## src/rtl/jogo_pkg.sv

```systemverilog
// Shared game definitions: FSM and frame sub-step encodings, screen and start constants,
// and the per-axis motion helpers used by the ball engine.
package jogo_pkg;

  typedef enum logic [1:0] {ESPERA = 2'd0, JOGANDO = 2'd1, PERDEU = 2'd2} estado_e;
  typedef enum logic [1:0] {OCIOSO = 2'd0, MOVE = 2'd1, CHECK = 2'd2} passo_e;

  localparam int H_TELA = 640;
  localparam int V_TELA = 480;

  localparam logic [9:0] X_ALIADA_INI  = 10'd300;
  localparam logic [9:0] Y_ALIADA_INI  = 10'd300;
  localparam logic [9:0] X_INIMIGA_INI = 10'd500;
  localparam logic [9:0] Y_INIMIGA_INI = 10'd100;

  typedef struct packed {
    logic [9:0]        pos;
    logic signed [3:0] vel;
  } eixo_t;

  function automatic logic [9:0] satura(input logic signed [10:0] v,
                                        input logic signed [10:0] lo,
                                        input logic signed [10:0] hi);
    logic [9:0] r;
    if (v < lo) r = lo[9:0];
    else if (v > hi) r = hi[9:0];
    else r = v[9:0];
    return r;
  endfunction

  // Opposite keys cancel; the signed 11-bit sum exposes underflow before the clamp.
  function automatic logic [9:0] move_aliada(input logic [9:0] pos,
                                             input logic mais, input logic menos,
                                             input logic signed [10:0] passo,
                                             input logic signed [10:0] lo,
                                             input logic signed [10:0] hi);
    logic signed [10:0] prox;
    prox = $signed({1'b0, pos});
    if (mais && !menos) prox = prox + passo;
    else if (menos && !mais) prox = prox - passo;
    else prox = prox;
    return satura(prox, lo, hi);
  endfunction

  function automatic eixo_t rebate(input logic [9:0] pos, input logic signed [3:0] vel,
                                   input logic signed [10:0] lo,
                                   input logic signed [10:0] hi);
    eixo_t r;
    logic signed [10:0] prox;
    prox = $signed({1'b0, pos}) + $signed({{7{vel[3]}}, vel});
    if (prox < lo) begin
      r.pos = lo[9:0];
      r.vel = -vel;
    end else if (prox > hi) begin
      r.pos = hi[9:0];
      r.vel = -vel;
    end else begin
      r.pos = prox[9:0];
      r.vel = vel;
    end
    return r;
  endfunction

  function automatic logic signed [3:0] acelera(input logic signed [3:0] v);
    logic signed [3:0] r;
    if (v >= 4'sd4 || v <= -4'sd4) r = v;
    else if (v < 4'sd0) r = v - 4'sd1;
    else r = v + 4'sd1;
    return r;
  endfunction

endpackage

```

## src/rtl/controle_bolas_if.sv

```systemverilog
// Ball state bundle from the game engine (master) to the renderer (slave).
interface controle_bolas_if;
  logic [9:0]  x_bola_aliada;
  logic [9:0]  y_bola_aliada;
  logic [9:0]  raio_bola_aliada;
  logic [9:0]  x_bola_inimiga;
  logic [9:0]  y_bola_inimiga;
  logic [9:0]  raio_bola_inimiga;
  logic        perdeu;
  logic [15:0] pontos;

  modport master (output x_bola_aliada, y_bola_aliada, raio_bola_aliada,
                  output x_bola_inimiga, y_bola_inimiga, raio_bola_inimiga,
                  output perdeu, pontos);
  modport slave  (input x_bola_aliada, y_bola_aliada, raio_bola_aliada,
                  input x_bola_inimiga, y_bola_inimiga, raio_bola_inimiga,
                  input perdeu, pontos);
endinterface

```

## src/rtl/colisao_circ.sv

```systemverilog
// Circle overlap test: squared centre distance against squared radius sum, registered hit.
module colisao_circ (
  input  logic       clk,
  input  logic       rst_n,
  input  logic [9:0] xa,
  input  logic [9:0] ya,
  input  logic [9:0] ra,
  input  logic [9:0] xb,
  input  logic [9:0] yb,
  input  logic [9:0] rb,
  output logic       hit
);
  logic [9:0]  dx, dy;
  logic [20:0] dist2;
  logic [10:0] soma_r;
  logic [21:0] lim2;
  logic        hit_d, hit_q;

  // Touching circles (distance equal to radius sum) count as a hit.
  always_comb begin
    dx     = (xa >= xb) ? (xa - xb) : (xb - xa);
    dy     = (ya >= yb) ? (ya - yb) : (yb - ya);
    dist2  = 21'(dx) * 21'(dx) + 21'(dy) * 21'(dy);
    soma_r = 11'(ra) + 11'(rb);
    lim2   = 22'(soma_r) * 22'(soma_r);
    hit_d  = (22'(dist2) <= lim2);
  end

  always_ff @(posedge clk or negedge rst_n) begin
    if (!rst_n) hit_q <= 1'b0;
    else hit_q <= hit_d;
  end

  assign hit = hit_q;
endmodule

```

## src/rtl/controle_bolas.sv

```systemverilog
// Per-frame ball engine: allied motion from keys, bouncing enemy, collision and score.
// Optional enemy acceleration every 512 frames is built when ACELERA_INIMIGA_EN is defined.
module controle_bolas
  import jogo_pkg::*;
#(
  parameter int H_ATIVO       = H_TELA,
  parameter int V_ATIVO       = V_TELA,
  parameter int RAIO          = 5,
  parameter int PASSO_ALIADA  = 2,
  parameter int PASSO_INIMIGA = 1
) (
  input  logic             CLOCK_50,
  input  logic             reset,
  input  logic [3:0]       keysout,
  input  logic [9:0]       VGA_X,
  input  logic [9:0]       VGA_Y,
  controle_bolas_if.master bolas
);
  localparam logic signed [10:0] MIN_POS = 11'(RAIO);
  localparam logic signed [10:0] X_MAX   = 11'(H_ATIVO - 1 - RAIO);
  localparam logic signed [10:0] Y_MAX   = 11'(V_ATIVO - 1 - RAIO);
  localparam logic signed [10:0] PASSO_A = 11'(PASSO_ALIADA);
  localparam logic signed [3:0]  VEL_INI = 4'(PASSO_INIMIGA);
  localparam logic [9:0]         RAIO_V  = 10'(RAIO);

  estado_e           estado_q, estado_d;
  passo_e            passo_q, passo_d;
  logic              vblank_q, vblank_d, vblank_ant_q, vblank_ant_d, tick_q, tick_d;
  logic              tecla_q, tecla_d, borda_tecla;
  logic [9:0]        xa_q, xa_d, ya_q, ya_d, xi_q, xi_d, yi_q, yi_d;
  logic signed [3:0] vx_q, vx_d, vy_q, vy_d;
  logic              perdeu_q, perdeu_d;
  logic [15:0]       pontos_q, pontos_d;
  logic              hit;
  logic [9:0]        xa_mov, ya_mov;
  eixo_t             ex, ey;
`ifdef ACELERA_INIMIGA_EN
  logic [8:0]        quadros_q, quadros_d;
`endif

  colisao_circ u_colisao (
    .clk(CLOCK_50), .rst_n(reset),
    .xa(xa_q), .ya(ya_q), .ra(RAIO_V),
    .xb(xi_q), .yb(yi_q), .rb(RAIO_V),
    .hit(hit)
  );

  // Frame tick, key edge and candidate next positions.
  always_comb begin
    vblank_d     = (VGA_X == 10'd0) && (VGA_Y == 10'(V_ATIVO));
    vblank_ant_d = vblank_q;
    tick_d       = vblank_q && !vblank_ant_q;
    tecla_d      = |keysout;
    borda_tecla  = tecla_d && !tecla_q;
    xa_mov       = move_aliada(xa_q, keysout[0], keysout[1], PASSO_A, MIN_POS, X_MAX);
    ya_mov       = move_aliada(ya_q, keysout[2], keysout[3], PASSO_A, MIN_POS, Y_MAX);
    ex           = rebate(xi_q, vx_q, MIN_POS, X_MAX);
    ey           = rebate(yi_q, vy_q, MIN_POS, Y_MAX);
  end

  // Game FSM with the MOVE/CHECK frame sub-sequence.
  always_comb begin
    estado_d = estado_q;
    passo_d  = passo_q;
    xa_d     = xa_q;
    ya_d     = ya_q;
    xi_d     = xi_q;
    yi_d     = yi_q;
    vx_d     = vx_q;
    vy_d     = vy_q;
    perdeu_d = perdeu_q;
    pontos_d = pontos_q;
`ifdef ACELERA_INIMIGA_EN
    quadros_d = quadros_q;
`endif
    case (estado_q)
      ESPERA: begin
        if (borda_tecla) estado_d = JOGANDO;
        else estado_d = ESPERA;
      end
      JOGANDO: begin
        case (passo_q)
          OCIOSO: begin
            if (tick_q) begin
              passo_d = MOVE;
              xa_d    = xa_mov;
              ya_d    = ya_mov;
              xi_d    = ex.pos;
              vx_d    = ex.vel;
              yi_d    = ey.pos;
              vy_d    = ey.vel;
            end else begin
              passo_d = OCIOSO;
            end
          end
          MOVE: passo_d = CHECK;
          CHECK: begin
            passo_d = OCIOSO;
            if (hit) begin
              estado_d = PERDEU;
              perdeu_d = 1'b1;
            end else begin
              if (pontos_q != 16'hFFFF) pontos_d = pontos_q + 16'd1;
              else pontos_d = pontos_q;
`ifdef ACELERA_INIMIGA_EN
              quadros_d = quadros_q + 9'd1;
              if (quadros_q == 9'd511) begin
                vx_d = acelera(vx_q);
                vy_d = acelera(vy_q);
              end else begin
                vx_d = vx_q;
                vy_d = vy_q;
              end
`endif
            end
          end
          default: passo_d = OCIOSO;
        endcase
      end
      PERDEU: begin
        if (borda_tecla) begin
          estado_d = ESPERA;
          passo_d  = OCIOSO;
          xa_d     = X_ALIADA_INI;
          ya_d     = Y_ALIADA_INI;
          xi_d     = X_INIMIGA_INI;
          yi_d     = Y_INIMIGA_INI;
          vx_d     = VEL_INI;
          vy_d     = -VEL_INI;
          perdeu_d = 1'b0;
          pontos_d = 16'd0;
`ifdef ACELERA_INIMIGA_EN
          quadros_d = 9'd0;
`endif
        end else begin
          estado_d = PERDEU;
        end
      end
      default: begin
        estado_d = ESPERA;
        passo_d  = OCIOSO;
      end
    endcase
  end

  // State registers.
  always_ff @(posedge CLOCK_50 or negedge reset) begin
    if (!reset) begin
      vblank_q     <= 1'b0;
      vblank_ant_q <= 1'b0;
      tick_q       <= 1'b0;
      tecla_q      <= 1'b0;
      estado_q     <= ESPERA;
      passo_q      <= OCIOSO;
      xa_q         <= X_ALIADA_INI;
      ya_q         <= Y_ALIADA_INI;
      xi_q         <= X_INIMIGA_INI;
      yi_q         <= Y_INIMIGA_INI;
      vx_q         <= VEL_INI;
      vy_q         <= -VEL_INI;
      perdeu_q     <= 1'b0;
      pontos_q     <= 16'd0;
`ifdef ACELERA_INIMIGA_EN
      quadros_q    <= 9'd0;
`endif
    end else begin
      vblank_q     <= vblank_d;
      vblank_ant_q <= vblank_ant_d;
      tick_q       <= tick_d;
      tecla_q      <= tecla_d;
      estado_q     <= estado_d;
      passo_q      <= passo_d;
      xa_q         <= xa_d;
      ya_q         <= ya_d;
      xi_q         <= xi_d;
      yi_q         <= yi_d;
      vx_q         <= vx_d;
      vy_q         <= vy_d;
      perdeu_q     <= perdeu_d;
      pontos_q     <= pontos_d;
`ifdef ACELERA_INIMIGA_EN
      quadros_q    <= quadros_d;
`endif
    end
  end

  assign bolas.x_bola_aliada     = xa_q;
  assign bolas.y_bola_aliada     = ya_q;
  assign bolas.raio_bola_aliada  = RAIO_V;
  assign bolas.x_bola_inimiga    = xi_q;
  assign bolas.y_bola_inimiga    = yi_q;
  assign bolas.raio_bola_inimiga = RAIO_V;
  assign bolas.perdeu            = perdeu_q;
  assign bolas.pontos            = pontos_q;
endmodule

```

## src/flat_wrapper.sv

```systemverilog
// flat-port wrapper written by rule: the top's interface ports become plain ports
module controle_bolas_flat import jogo_pkg::*;
#(
  parameter int H_ATIVO       = H_TELA,
  parameter int V_ATIVO       = V_TELA,
  parameter int RAIO          = 5,
  parameter int PASSO_ALIADA  = 2,
  parameter int PASSO_INIMIGA = 1
)
  (CLOCK_50, reset, keysout, VGA_X, VGA_Y, bolas_x_bola_aliada, bolas_y_bola_aliada, bolas_raio_bola_aliada, bolas_x_bola_inimiga, bolas_y_bola_inimiga, bolas_raio_bola_inimiga, bolas_perdeu, bolas_pontos);
  controle_bolas_if bolas_i ();
  input  logic CLOCK_50;
  input  logic reset;
  input  logic [3:0] keysout;
  input  logic [9:0] VGA_X;
  input  logic [9:0] VGA_Y;
  output wire logic [$bits(bolas_i.x_bola_aliada)-1:0] bolas_x_bola_aliada;
  output wire logic [$bits(bolas_i.y_bola_aliada)-1:0] bolas_y_bola_aliada;
  output wire logic [$bits(bolas_i.raio_bola_aliada)-1:0] bolas_raio_bola_aliada;
  output wire logic [$bits(bolas_i.x_bola_inimiga)-1:0] bolas_x_bola_inimiga;
  output wire logic [$bits(bolas_i.y_bola_inimiga)-1:0] bolas_y_bola_inimiga;
  output wire logic [$bits(bolas_i.raio_bola_inimiga)-1:0] bolas_raio_bola_inimiga;
  output wire logic [$bits(bolas_i.perdeu)-1:0] bolas_perdeu;
  output wire logic [$bits(bolas_i.pontos)-1:0] bolas_pontos;
  assign bolas_x_bola_aliada = bolas_i.x_bola_aliada;
  assign bolas_y_bola_aliada = bolas_i.y_bola_aliada;
  assign bolas_raio_bola_aliada = bolas_i.raio_bola_aliada;
  assign bolas_x_bola_inimiga = bolas_i.x_bola_inimiga;
  assign bolas_y_bola_inimiga = bolas_i.y_bola_inimiga;
  assign bolas_raio_bola_inimiga = bolas_i.raio_bola_inimiga;
  assign bolas_perdeu = bolas_i.perdeu;
  assign bolas_pontos = bolas_i.pontos;
  controle_bolas #(.H_ATIVO(H_ATIVO), .V_ATIVO(V_ATIVO), .RAIO(RAIO), .PASSO_ALIADA(PASSO_ALIADA), .PASSO_INIMIGA(PASSO_INIMIGA)) u_core (.CLOCK_50(CLOCK_50), .reset(reset), .keysout(keysout), .VGA_X(VGA_X), .VGA_Y(VGA_Y), .bolas(bolas_i));
endmodule
```

## config.mk

```make
export PLATFORM = sky130hd
export DESIGN_NAME = controle_bolas_flat
export DESIGN_NICKNAME = d
export VERILOG_FILES = /design/src/rtl/jogo_pkg.sv /design/src/rtl/controle_bolas_if.sv /design/src/rtl/colisao_circ.sv /design/src/rtl/controle_bolas.sv /design/src/flat_wrapper.sv
export SDC_FILE = /design/constraint.sdc
export NUM_CORES = 1
export LEC_CHECK = 0
export ABC_AREA = 1
export BUFFER_PORTS_ARGS = -buffer_cell sky130_fd_sc_hd__buf_2
export CORE_MARGIN = 4
export CORE_UTILIZATION = 46
export DETAILED_ROUTE_END_ITERATION = 6
export PLACE_DENSITY_LB_ADDON = 0.25
export SLEW_MARGIN = 30
export SYNTH_ARGS = -nofsm -noshare
export SYNTH_HDL_FRONTEND = slang
export SYNTH_SLANG_ARGS = --single-unit
```

## constraint.sdc

```tcl
create_clock -name CLOCK_50 -period 8.25 [get_ports CLOCK_50]
set_clock_uncertainty 0.2 [all_clocks]
set_input_delay 0.825 -clock CLOCK_50 [delete_from_list [all_inputs] [get_ports CLOCK_50]]
set_output_delay 0.825 -clock CLOCK_50 [all_outputs]
set_load 0.03 [all_outputs]
```

* Word-level counts from Yosys, hierarchy flattened
Cells that the tools add are included.
Operators by class: equality and inequality tests 15, $lt $le $gt $ge 11, reduce and logical (&&, ||, !) cells 25, multipliers 2, bitwise operators 1, multiplexer cells 55, add/subtract/negate cells 14
Operators by type and width (count):
- $mux W10 | 17
- $pmux W10 S2 | 4
- $mux W16 | 4
- $mux W14 | 4
- $lt A11 B4 Y1 const B | 4
- $mux W11 | 4
- $mul A10 B10 Y20 | 2
- $sub A10 B10 Y10 | 4
- $pmux W16 S2 | 1
- $mux W4 | 6
- $add A10 B2 Y11 const B | 2
- $add A11 B4 Y11 | 2
- $gt A11 B10 Y1 const B | 2
- $gt A11 B11 Y1 const B | 2
- $sub A10 B2 Y11 const B | 2
- $add A20 B20 Y21 | 1
- $le A21 B7 Y1 const B | 1
- $ge A10 B10 Y1 | 2
- $add A16 B1 Y16 const B | 1
- $ne A16 B16 Y1 const B | 1
- $pmux W4 S2 | 2
- $reduce_and A5 Y1 | 3
- $pmux W2 S3 | 2
- $eq A10 B9 Y1 const B | 1
- other kinds (19) | 49
Word-level totals: bits in registers 74, output and inout port bits 77

* Longest topological paths before layout
word-level depth 10, gate-level depth with buffers 41, gate-level depth less buffers 39

* Modules after synthesis
From an unflattened synthesis, not the netlist that was laid out.
Second synthesis, totals: cells, all modules 2648, area total of the unflattened synthesis 18692.9 µm²
Modules (own cells, without submodules):
- colisao_circ | area an instance 12320.6 µm², cells an instance 1675, instances 1
- controle_bolas | area an instance 6372.4 µm², cells an instance 973, instances 1

* Worst setup path after synthesis
OpenSTA, ideal clock, no wires.
path type register -> register, from register u_core.xa_q[1], in the netlist u_core.bolas.x_bola_aliada[1], to register u_core.u_colisao.hit_q, in the netlist u_core.u_colisao.hit, setup slack 647 ps, arrival 7332 ps, period minus slack after synthesis 7603 ps, cell stages (with the launch flop) 35, required time 7979 ps, setup time 71 ps, cells stage by stage dfrtp_1 > inv_1 > fa_1 > inv_1 > nor2_1 > a211oi_1 > o21ai_0 > xor2_1 > nand2_1 > nand2_1 > buf_2 > inv_1 > nand2_1 > fa_1 > fa_1 > inv_1 > fa_1 > fa_1 > fa_1 > fa_1 > fa_1 > ha_1 > a21oi_1 > nor2_1 > nor2_1 > nor2_1 > nor2_1 > nand2_1 > nand2_1 > nand2_1 > nor2_1 > nand2_1 > inv_1 > nand4_1 > nor2_1
On the way: longest elaborated chain between the ends 5
RTL lines:
- start: declaration | RTL line controle_bolas.sv:30 | logic [9:0] xa_q, xa_d, ya_q, ya_d, xi_q, xi_d, yi_q, yi_d;
- start signal: assignment | RTL line controle_bolas.sv:155 | xa_q <= X_ALIADA_INI;
- start signal: assignment | RTL line controle_bolas.sv:173 | xa_q <= xa_d;
- $sub A10 B10 Y10 / $ge A10 B10 Y1 (equally long branches) | RTL line colisao_circ.sv:21 | dx = (xa >= xb) ? (xa - xb) : (xb - xa);
- $mux W10 * | RTL line colisao_circ.sv:21
- $mul A10 B10 Y20 * | RTL line colisao_circ.sv:23 | dist2 = 21'(dx) * 21'(dx) + 21'(dy) * 21'(dy);
- $add A20 B20 Y21 * | RTL line colisao_circ.sv:23
- $le A21 B7 Y1 * | RTL line colisao_circ.sv:26 | hit_d = (22'(dist2) <= lim2);
- named net u_core.u_colisao.hit_d | RTL line colisao_circ.sv:17 | logic hit_d, hit_q;
- end signal: assignment | RTL line colisao_circ.sv:31 | else hit_q <= hit_d;
- end: declaration | RTL line colisao_circ.sv:17
The timed path passes the listed nets; every way through them passes the cells marked *. A chain may end at the register's enable or synchronous reset.

* Worst setup path after layout
from register u_core.yi_q[6], in the netlist u_core.bolas.y_bola_inimiga[6], to register u_core.u_colisao.hit_q, in the netlist u_core.u_colisao.hit
On the way: longest elaborated chain between the ends 5
RTL lines:
- start: declaration | RTL line controle_bolas.sv:30
- start signal: assignment | RTL line controle_bolas.sv:176 | yi_q <= yi_d;
- $sub A10 B10 Y10 / $ge A10 B10 Y1 (equally long branches) | RTL line colisao_circ.sv:22 | dy = (ya >= yb) ? (ya - yb) : (yb - ya);
- $mux W10 * | RTL line colisao_circ.sv:22
- $mul A10 B10 Y20 * | RTL line colisao_circ.sv:23
- $add A20 B20 Y21 * | RTL line colisao_circ.sv:23
- $le A21 B7 Y1 * | RTL line colisao_circ.sv:26
- named net u_core.u_colisao.hit_d | RTL line colisao_circ.sv:17
Marks and branches as above.

==> results.cfg <==
[synthesis]
yosys_most_used_dff = dfrtp_1
synth_top_cells_by_count = nand2_1 (457), inv_1 (393), nor2_1 (207)
synth.most_common_cell = nand2_1
synth_async_sr_flop_share = 1.00
synth_edf_count = 0
yosysWarnings = 0
netlist_top_cells_area = fa_1 (20%), ha_1 (14%), nand2_1 (12%)
ys_types = 53
synth_top_area_share = 0.197
avgSynthCellArea_um2 = 7.04
ys_seq_area_frac = 0.136
ys_seq_elements = 74
synth_top_cell_by_area = fa_1
synthesis.area_mm2 = 0.0138
syn_inst = 1961

[timing]
min_period_over_period = 0.954
clock.fmax_mhz = 127
final_hold_viol_count = 0
tightest_slew_ns = 0.731
slew-limit-headroom = 0.512
finalSetupViolations = 0
drv_slew = 0
period_needed_ns = 7.87

[hold_path]
hold_class = reg2reg
whs_path_depth = 1
holdPathEnd = u_core.tick_q
min_from = u_core.vblank_ant_q

[route]
drtAntennaViolNets = 0
first_iter_violations = 656
routed_wl_um = 37000
wire_per_inst_um = 15.1
via_count = 12700
first_pass_iters = 5
drc = 0
viasPerCell = 5.19

[setup_path]
max_stage_delay_ns = 0.60
crit_type = reg2reg
cp.depth = 36
r2r_end = u_core.u_colisao.hit
critPathMaxFanout = 9
cp.required_ns = 8.33
reg2reg_depth = 36
crit_path_start = u_core.bolas.y_bola_inimiga[6]
path_buf_inv = 9
cp_slowest_cell = dfstp_2
crit_path_frequent_cell = inv_1
reg2reg_slack_ns = 0.38
critPathTopFamily = adder cells
cp.arrival_ns = 7.95
cp-end-kind = register
r2r-start = u_core.bolas.y_bola_inimiga[6]
crit_path_start_kind = register

[cts]
htree_levels = 3
clockBufferDepth = 2
clk_latency_ns = 0.35
holdBufCountCts = 0
cts_buffers = 9
cts_tree = yes
root_buffer = clkbuf_16
clk_pin_slew_ns = 0.07
clock_sinks = 74

[layout]
layout-drive-gt1-share = 0.106
stdcell_count = 2452
finalNetCount = 2375
area_growth_syn_to_layout_pct = 10.0
insertedDiodeCount = 0

[global_routing]
grt_pass1_vias = 12600
grt_pass1_wl_um = 61400
antenna_found_initial = 2
overflow = 0
grt_max_degree = 75
grt_use_total = 0.225

[die]
dieHeight_um = 181
die_area_mm2 = 0.0329
initial_core_util = 0.466
io-pin-count = 103
num_rows = 63
core_mm2 = 0.0296
die_w_um = 181

[place]
placed_cells = 2427
io_buffers = 82
gp_congestion = 0.960
dp_hpwl_um = 31100

[run]
drv_cap = 0

[outcome]
outcome = complete, no violations
[kinds of logic after synthesis]
group / synth area share
AND/OR/NAND/NOR: 0.268
buffers and inverters: 0.129
adder cells (fa/ha/maj): 0.339
AO/OA/AOI/OAI: 0.0875
flip-flops: 0.136
XOR/XNOR: 0.0399
other: 0.000544
[per-layer routing]
| layer | up-vias | global-route usage | share of wire |
|---|---|---|---|
| li1 | 6295 | - | - |
| met1 | 5980 | 0.301 | 0.44 |
| met2 | 377 | 0.380 | 0.48 |
| met3 | 61 | 0.0318 | 0.055 |
| met4 | 4 | 0.0666 | 0.027 |
| met5 | - | 0 | 0.00073 |
[cell usage in the layout (no fill, tap or decap), types with 14 or more instances in the layout]
cell | netlist | routed
a21oi_1 | 72 | 66
buf_2 | 7 | 81
buf_4 | 20 | 29
conb_1 | 2 | 20
dfrtp_1 | 52 | 49
dfstp_2 | 22 | 22
fa_1 | 136 | 135
ha_1 | 156 | 150
inv_1 | 393 | 390
nand2_1 | 457 | 453
nand2_2 | 10 | 14
nand3_1 | 124 | 122
nand4_1 | 45 | 45
nor2_1 | 207 | 196
o21ai_0 | 70 | 65
xnor2_1 | 20 | 20
xor2_1 | 41 | 41
[sequential cells by signal (all words and copies together) (netlist names)]
name and count:
u_core.bolas.perdeu 1, u_core.bolas.pontos 16, u_core.bolas.x_bola_aliada 10, u_core.bolas.x_bola_inimiga 10, u_core.bolas.y_bola_aliada 10, u_core.bolas.y_bola_inimiga 10, u_core.estado_q 2, u_core.passo_q 2
u_core.tecla_q 1, u_core.tick_q 1, u_core.u_colisao.hit 1, u_core.vblank_ant_d 1, u_core.vblank_ant_q 1, u_core.vx_q 4, u_core.vy_q 4
[how the worst max path moves through the flow]
| stage | to | slack, ns |
|---|---|---|
| 3_3_place_gp | u_core.u_colisao.hit | 0.15 |
| 3_5_place_dp | u_core.u_colisao.hit | 0.07 |
| 2_1_floorplan | u_core.u_colisao.hit | 0.65 |
| 5_1_grt | u_core.u_colisao.hit | -0.12 |
| 4_1_cts | u_core.u_colisao.hit | 0.01 |
| 6_report | u_core.u_colisao.hit | 0.38 |
[area by class of cell]
type	instances	area (um^2)
clock buffer	12	236
multi-input combinational	1461	10400
timing repair buffer	111	634
tap	390	488
fill	2995	14400
clock inverter	4	52.6
inverter	400	1500
sequential	74	1880
[per-stage QoR]
step	TNS, ns	utilization	setup slack, ns	area, um^2	hold slack, ns
final	0	0.513	0.382	15200	0.195
after global routing	-0.120	0.513	-0.120	15200	0.218
after CTS	0	0.504	0.0119	14900	0.200
after detailed placement	0	0.495	0.0657	14700	0.192
after global placement	0	0.494	0.147	14700	0.185
after floorplan	0	-	0.647	13900	0.154
[repair_timing]
action / CTS / global route
endpoints found under the setup margin: 0 / 1
resized for setup: 0 / 52
setup buffers: 0 / 8
Power is not shown: default switching activity piles up to over one toggle a cycle in this logic, so the estimate is an artifact.
